[src/rtl/uart_tx_fifo.sv]
// uart_tx_fifo: byte FIFO in front of an 8N1 UART transmitter (LSB first).
// Bytes arrive on a valid/ready handshake and are queued. The transmitter
// pulls the head byte whenever it is idle, or at the end of a stop bit, so
// queued bytes leave as back-to-back frames with no idle gap between them.
module uart_tx_fifo #(
    parameter int CLK_DIV    = 520,
    parameter int DEPTH_LOG2 = 4
) (
    input  logic                  clk,
    input  logic                  rst,
    input  logic [7:0]            in_dat,
    input  logic                  in_val,
    output logic                  in_rdy,
    output logic                  tx,
    output logic                  busy,
    output logic [DEPTH_LOG2:0]   level
);

    localparam int DEPTH = 1 << DEPTH_LOG2;
    localparam int BW    = $clog2(CLK_DIV);
    localparam logic [BW-1:0]       BAUD_LAST = BW'(CLK_DIV - 1);
    localparam logic [DEPTH_LOG2:0] FULL      = (DEPTH_LOG2 + 1)'(DEPTH);

    typedef enum logic [1:0] {IDLE, START, DATA, STOP} state_t;

    state_t                 state, state_nxt;
    logic [BW-1:0]          baud_cnt, baud_nxt;
    logic [2:0]             bit_idx, bit_nxt;
    logic [7:0]             shift, shift_nxt;
    logic                   tx_nxt;
    logic                   push, pop;
    logic                   baud_done;
    logic [7:0]             mem [DEPTH];
    logic [DEPTH_LOG2-1:0]  wr_ptr, rd_ptr;
    logic [7:0]             head;

    // Ready comes only from the registered level, so a full FIFO refuses a
    // push even in a cycle where the transmitter pops.
    assign in_rdy    = (level != FULL);
    assign push      = in_val && in_rdy;
    assign head      = mem[rd_ptr];
    assign busy      = (state != IDLE) || (level != '0);
    assign baud_done = (baud_cnt == BAUD_LAST);

    // Storage array; contents need no reset because level gates every read.
    always_ff @(posedge clk) begin
        if (push) begin
            mem[wr_ptr] <= in_dat;
        end
    end

    // Circular pointers and occupancy; simultaneous push and pop keep level.
    always_ff @(posedge clk or posedge rst) begin
        if (rst) begin
            wr_ptr <= '0;
            rd_ptr <= '0;
            level  <= '0;
        end else begin
            if (push) begin
                wr_ptr <= wr_ptr + 1'b1;
            end
            if (pop) begin
                rd_ptr <= rd_ptr + 1'b1;
            end
            if (push && !pop) begin
                level <= level + 1'b1;
            end else if (!push && pop) begin
                level <= level - 1'b1;
            end
        end
    end

    // Transmitter state register; tx is registered so the line never glitches.
    always_ff @(posedge clk or posedge rst) begin
        if (rst) begin
            state    <= IDLE;
            baud_cnt <= '0;
            bit_idx  <= '0;
            shift    <= '0;
            tx       <= 1'b1;
        end else begin
            state    <= state_nxt;
            baud_cnt <= baud_nxt;
            bit_idx  <= bit_nxt;
            shift    <= shift_nxt;
            tx       <= tx_nxt;
        end
    end

    // Next-state logic: tx_nxt is the line level for the bit that starts at
    // the coming edge, so each bit lasts exactly CLK_DIV cycles.
    always_comb begin
        state_nxt = state;
        baud_nxt  = baud_cnt;
        bit_nxt   = bit_idx;
        shift_nxt = shift;
        tx_nxt    = tx;
        pop       = 1'b0;

        case (state)
            IDLE: begin
                tx_nxt   = 1'b1;
                baud_nxt = '0;
                if (level != '0) begin
                    pop       = 1'b1;
                    shift_nxt = head;
                    state_nxt = START;
                    tx_nxt    = 1'b0;
                end
            end
            START: begin
                if (baud_done) begin
                    baud_nxt  = '0;
                    bit_nxt   = '0;
                    state_nxt = DATA;
                    tx_nxt    = shift[0];
                end else begin
                    baud_nxt = baud_cnt + 1'b1;
                end
            end
            DATA: begin
                if (baud_done) begin
                    baud_nxt  = '0;
                    shift_nxt = {1'b0, shift[7:1]};
                    if (bit_idx == 3'd7) begin
                        state_nxt = STOP;
                        tx_nxt    = 1'b1;
                    end else begin
                        bit_nxt = bit_idx + 1'b1;
                        tx_nxt  = shift[1];
                    end
                end else begin
                    baud_nxt = baud_cnt + 1'b1;
                end
            end
            STOP: begin
                if (baud_done) begin
                    baud_nxt = '0;
                    if (level != '0) begin
                        pop       = 1'b1;
                        shift_nxt = head;
                        state_nxt = START;
                        tx_nxt    = 1'b0;
                    end else begin
                        state_nxt = IDLE;
                        tx_nxt    = 1'b1;
                    end
                end else begin
                    baud_nxt = baud_cnt + 1'b1;
                end
            end
            default: begin
                state_nxt = IDLE;
                tx_nxt    = 1'b1;
            end
        endcase
    end

endmodule

[config.mk]
export PLATFORM = sky130hd
export DESIGN_NAME = uart_tx_fifo
export DESIGN_NICKNAME = d
export VERILOG_FILES = /design/src/rtl/uart_tx_fifo.sv
export SDC_FILE = /design/constraint.sdc
export NUM_CORES = 1
export LEC_CHECK = 0
export BUFFER_PORTS_ARGS = -buffer_cell sky130_fd_sc_hd__buf_4
export CORE_AREA = 2 2 135 137
export DETAILED_ROUTE_END_ITERATION = 16
export DIE_AREA = 0 0 137 139
export GPL_TIMING_DRIVEN = 0
export SYNTH_ARGS = -nofsm -noshare
export SYNTH_HDL_FRONTEND = slang
export SYNTH_SLANG_ARGS = --single-unit
[constraint.sdc]
create_clock -name clk -period 2.8 [get_ports clk]
set_input_delay 0.7 -clock clk [delete_from_list [all_inputs] [get_ports clk]]
set_output_delay 0.7 -clock clk [all_outputs]
set_load 0.05 [all_outputs]
Word-level counts from Yosys, hierarchy flattened
Memory sizes are Yosys's and may differ from the RTL's.
Index checks and enable logic that the tools add are counted.
{ "classes": {"addsub": 6, "mul": 0, "div": 0, "magnitude_cmp": 0, "n_eq_ne": 12, "shifts": 0, "mux": 30, "n_bitwise": 0, "n_reduce_logical": 17} }
{ "op_table": {"columns": ["cell", "count"], "rows": [
  ["$mux W8", 3],
  ["$pmux W8 S3", 1],
  ["$pmux W10 S2", 1],
  ["$ne A2 B2 Y1 const B", 6],
  ["$add A10 B1 Y10 const B", 1],
  ["$eq A10 B10 Y1 const B", 1],
  ["$mux W1", 10],
  ["$mux W10", 1],
  ["$mux W2", 5],
  ["$mux W5", 2],
  ["$mux W3", 3],
  ["$add A4 B1 Y4 const B", 2],
  ["$pmux W2 S4", 1],
  ["$pmux W3 S2", 1],
  ["$reduce_and A3 Y1", 2],
  ["$reduce_bool A2 Y1", 3],
  ["$add A5 B1 Y5 const B", 1],
  ["$ne A5 B5 Y1 const B", 1],
  ["$reduce_and A5 Y1", 1],
  ["$reduce_bool A5 Y1", 1],
  ["$sub A5 B1 Y5 const B", 1],
  ["$eq A2 B2 Y1 const B", 2],
  ["$pmux W1 S4", 1],
  ["$reduce_and A4 Y1", 1],
  ["10 further kinds", 13]
]} }
{ "word_totals": {"regBits": 37, "latch_bits": 0, "ram_bits": 128, "romBits": 0, "output_inout_bits": 8, "wordCells": 74, "n_memories": 1} }
{ "memory_table": {"columns": ["memory", "words", "width", "read_ports", "rd_ports_with_merged_regs", "wr", "line", "source"], "rows": [
  ["mem", 16, 8, 1, 0, 1, "33", "logic [7:0] mem [DEPTH];"]
]} }

Logic depth before layout (Yosys ltp)
{ "depth": {"ltp_word": 7, "ltp_mapped": 13} }

Least setup slack after synthesis
Ideal clock, no wire load.
{ "synth_timing": {"path_type": "reg-to-reg", "startpoint": "register level[0]", "endpoint": "register level[4]", "setup_time_ns": 0.147, "arrival_time_ns": 3.028, "required_ns": 2.653, "setup_slack_ns": -0.375, "stages_incl_launch_ff": 13, "path_buffers": 1, "cell_sequence": "dfrtp_1 -> nor4_1 -> nand2_1 -> and2_1 -> clkbuf_1 -> ha_1 -> inv_1 -> fa_1 -> a21o_1 -> a21oi_1 -> xnor2_1 -> nor2_1 -> xor2_1"} }
{ "synth_rtl": {"columns": ["item", "line", "source"], "rows": [
  ["start: declaration", "16", "output logic [DEPTH_LOG2:0] level"],
  ["start signal: assignment", "66", "level <= level + 1'b1;"],
  ["start signal: assignment", "68", "level <= level - 1'b1;"],
  ["$ne A5 B5 Y1 *", "39", "assign in_rdy = (level != FULL);"],
  ["via in_rdy", "13", "output logic in_rdy,"],
  ["$logic_and A1 B1 Y1 *", "40", "assign push = in_val && in_rdy;"],
  ["via push", "31", "logic push, pop;"],
  ["$logic_not A1 Y1", "67", "end else if (!push && pop) begin"],
  ["$logic_and A1 B1 Y1", "67", null],
  ["$reduce_bool A2 Y1 (no line)", null, null]
]} }
Mark *: on every way through the listed nets, which the timed path passes. The rest lies on a longest branch. The select of a mux whose other input is x is not followed.
A chain may end at the register's enable or synchronous reset.

Final worst setup path
{ "layout_timing": {"startpoint": "register level[1]", "endpoint": "register level[4]"} }
{ "layout_via": {"elab_chain_len": 7} }
{ "layout_rtl": {"columns": ["item", "line", "source"], "rows": [
  ["$reduce_bool A5 Y1", "104, 139", null],
  ["$mux W1", "104, 139", null],
  ["$mux W1", "137", "if (baud_done) begin"],
  ["$pmux W1 S2", "100", "case (state)"],
  ["$logic_not A1 Y1", "65", "if (push && !pop) begin"],
  ["$logic_and A1 B1 Y1", "65", null],
  ["$mux W5 or $reduce_bool A2 Y1 (tied branches)", null, null]
]} }
Several ways; a longest one is shown, not always the timed one. The select of a mux whose other input is x is not followed.

==> flow_summary.yaml <==
sta:
  maxSlewViolCount: 0
  fmax_mhz: 367.7
  setup_viol: 0
  setup_slack_ns: 0.08041
  holdWs_ns: 0.4277
  relSlewSlack_pct: 14.38
  final-hold-violation-count: 0
  fin_crit_ns: 2.720
  fin_crit_sh_pct: 97.13
  finalClockSkew_ns: 0.01195
  tns_ns: 0
  tightest_slew_ns: 1.275
  rsz0062_at_grt: "true"
finish:
  mostFrequentLayoutCells: "edfxtp_1 (128), nor2_1 (33), dfrtp_1 (32), buf_4 (25)"
  drive_gt1_share_pct: 23.78
  antennaDiodeCount: 0
  fin_area_mm2: 0.008090
  final_common_cell: "edfxtp_1"
  layout.nets: 487
  final_util_pct: 45.82
  synthToLayoutAreaGrowth_pct: 16.36
global_routing:
  antenna_found_initial: 0
  grt_usage_pct: 15.52
  grt_max_degree: 38
  grt_pass1_wl_mm: 21.58
  overflow: 0
  grt_pass1_vias: 3738
job:
  drv_cap: 0
logic_synthesis:
  ys_types: 51
  ys.flop_type: "edfxtp_1"
  synth_edf_count: 128
  netlist_area_mm2: 0.006953
  syn_inst: 414
  synth.ff_latch_count: 165
  syn_avg_cell_area_um2: 16.79
  synthDominantCellAreaShare_pct: 55.28
  synth-seq-area-share_pct: 68.62
  synth.area.top_cells: "edfxtp_1 (55%), dfrtp_1 (13%), mux4_2 (7.1%)"
  synthesis.nets: 443
  async_flop_share_pct: 22.42
  yosys_warnings: 0
  synth_top_cell_by_area: "edfxtp_1"
clock_network:
  htreeDepth: 4
  clk_path_buf_depth: 2
  clk_latency_ns: 0.42
  cts-root-buf: "clkbuf_16"
  cts_tree: "yes"
  cts.sinks: 165
  cts_buffers: 17
  cts_hold_buf: 0
  clk_pin_slew_ns: 0.06
drt:
  via_per_inst: 5.231
  routed_wl_mm: 13.70
  wl_per_cell_um: 19.58
  antenna_left: 0
  drt_iter0_drc: 308
  drc: 0
  num_vias: 3662
  firstDrtPassIters: 4
setup_path:
  crit_path_max_fanout: 6
  critPathBufInv: 2
  crit_required_ns: 3.09
  cp_top_family: "simple AND/OR/NAND/NOR gates"
  crit_path_start: "level[1]"
  reg2reg_depth: 12
  rr_endpoint: "level[4]"
  cp_slowest_cell: "or4_4"
  r2r_start: "level[1]"
  rrSetupSlack_ns: 0.08
  end_kind: "register"
  cp.arrival_ns: 3.01
  critical_path_class: "register to register"
  critPathLaunchType: "register"
  max_stage_delay_ns: 0.56
  crit_chain: "or4_4 > nor2_4 > nor3_2 > inv_1 > ha_4 > inv_4 > fa_2 > a21o_1 > a21oi_2 > xnor2_1 > nor2_1 > xor2_1"
floorplanning:
  die-area_mm2: 0.01904
  core_area_mm2: 0.01766
  rows: 49
  fp.dieW_um: 137
  die-height_um: 139
  initial_core_util_pct: 39.38
  ioPinCount: 19
pwr:
  p_leak_uw: 0.002890
  ir_drop_mv: 0.8339
  p_per_area_mw_per_mm2: 786.8
place:
  port_buffers: 18
  dpl_cell_area_mm2: 0.007406
  place_worst_setup_slack_ns: -0.06028
  gp_congestion: 0.7636
  hpwl_mm: 8.969
run_status:
  outcome: "completed"
min_path:
  hold_path_class: "primary input to async pin"
==> how the worst max path moves through the flow <==
stage          endpoint  slack [ns]  cells after the start
2_1_floorplan  level[4]        0.02                     12
3_3_place_gp   level[4]       -0.01                     12
3_5_place_dp   level[4]       -0.06                     13
4_1_cts        level[4]       0.004                     12
5_1_grt        level[4]       -0.02                     12
6_report       level[4]        0.08                     12
==> Yosys cell counts (3+ instances only) <==
cell,n
edfxtp_1,128
dfrtp_1,36
nor2_1,34
a21oi_1,23
mux4_2,22
nand2_1,21
ha_1,17
a22oi_1,16
xnor2_1,13
mux4_1,10
inv_1,9
o21ai_0,9
clkbuf_1,6
nor3_1,6
xor2_1,6
buf_2,5
buf_6,4
a21o_1,3
a22o_1,3
and2_1,3
buf_1,3
nand3_1,3
==> worst reg2reg max path: stages (launching register included) <==
cell and delay, ns:
dfrtp_2 0.45, or4_4 0.57, nor2_4 0.17, nor3_2 0.06
inv_1 0.11, ha_4 0.16, inv_4 0.05, fa_2 0.36
a21o_1 0.19, a21oi_2 0.13, xnor2_1 0.13, nor2_1 0.08
xor2_1 0.15
==> through the flow <==
| stage | cells | total power (µW) |
|---|---|---|
| 5_1_grt | 700 | 6642 |
| 3_3_place_gp | 661 | 3934 |
| 4_1_cts | 694 | 6354 |
| 6_report | 700 | 6365 |
| 2_1_floorplan | 414 | 3681 |
| 3_5_place_dp | 661 | 3976 |
==> layout make-up <==
type,instances,area (µm²)
Fill cell,1522,9567
Inverter,9,36.28
Clock inverter,14,173.9
Timing Repair Buffer,25,187.7
Tap cell,229,286.5
Clock buffer,18,429.2
Sequential cell,165,4776
Buffer,19,112.6
Multi-Input combinational cell,221,2088
==> registers in the layout (all words and copies together), names as in the netlist <==
register and flops:
tx 1, mem 128, level 5, bit_idx 3, rd_ptr 4, wr_ptr 4, shift 8, baud_cnt 10
state 2
==> logic make-up (layout without fill, tap and decap cells) <==
group                      Yosys count  count (layout)  synth area share (%)
AOI/OAI and AO/OA                   61              61                 5.705
xor gates and xnor gates            19              19                 2.393
adders and majority gates           18              18                 3.347
buffers and inverters               28              85                 2.087
DFF                                165             165                 68.62
muxes                               36              36                 11.59
and+or+nand+nor                     87              87                 6.263
==> per-layer routing <==
metal | vias up | wire length (µm) | track usage, %
li1 | 1703 | - | -
met2 | 70 | 6659 | 23.70
met5 | - | 0 | 0
met1 | 1882 | 6286 | 22.18
met3 | 7 | 681 | 3.947
met4 | 0 | 76 | 4.232
==> repair_timing <==
action,in CTS,in global routing
pin swaps,2,5
gates resized for setup,0,5
buffers inserted,1,5
endpoints found under the setup margin,1,1
cloned,0,0
==> report_power, final <==
part	total (µW)	internal (µW)	switching, µW
clock network	2390	1420	970
registers	3030	2910	124
logic	946	351	595
Note: power is estimated with default switching activity, not from simulation.
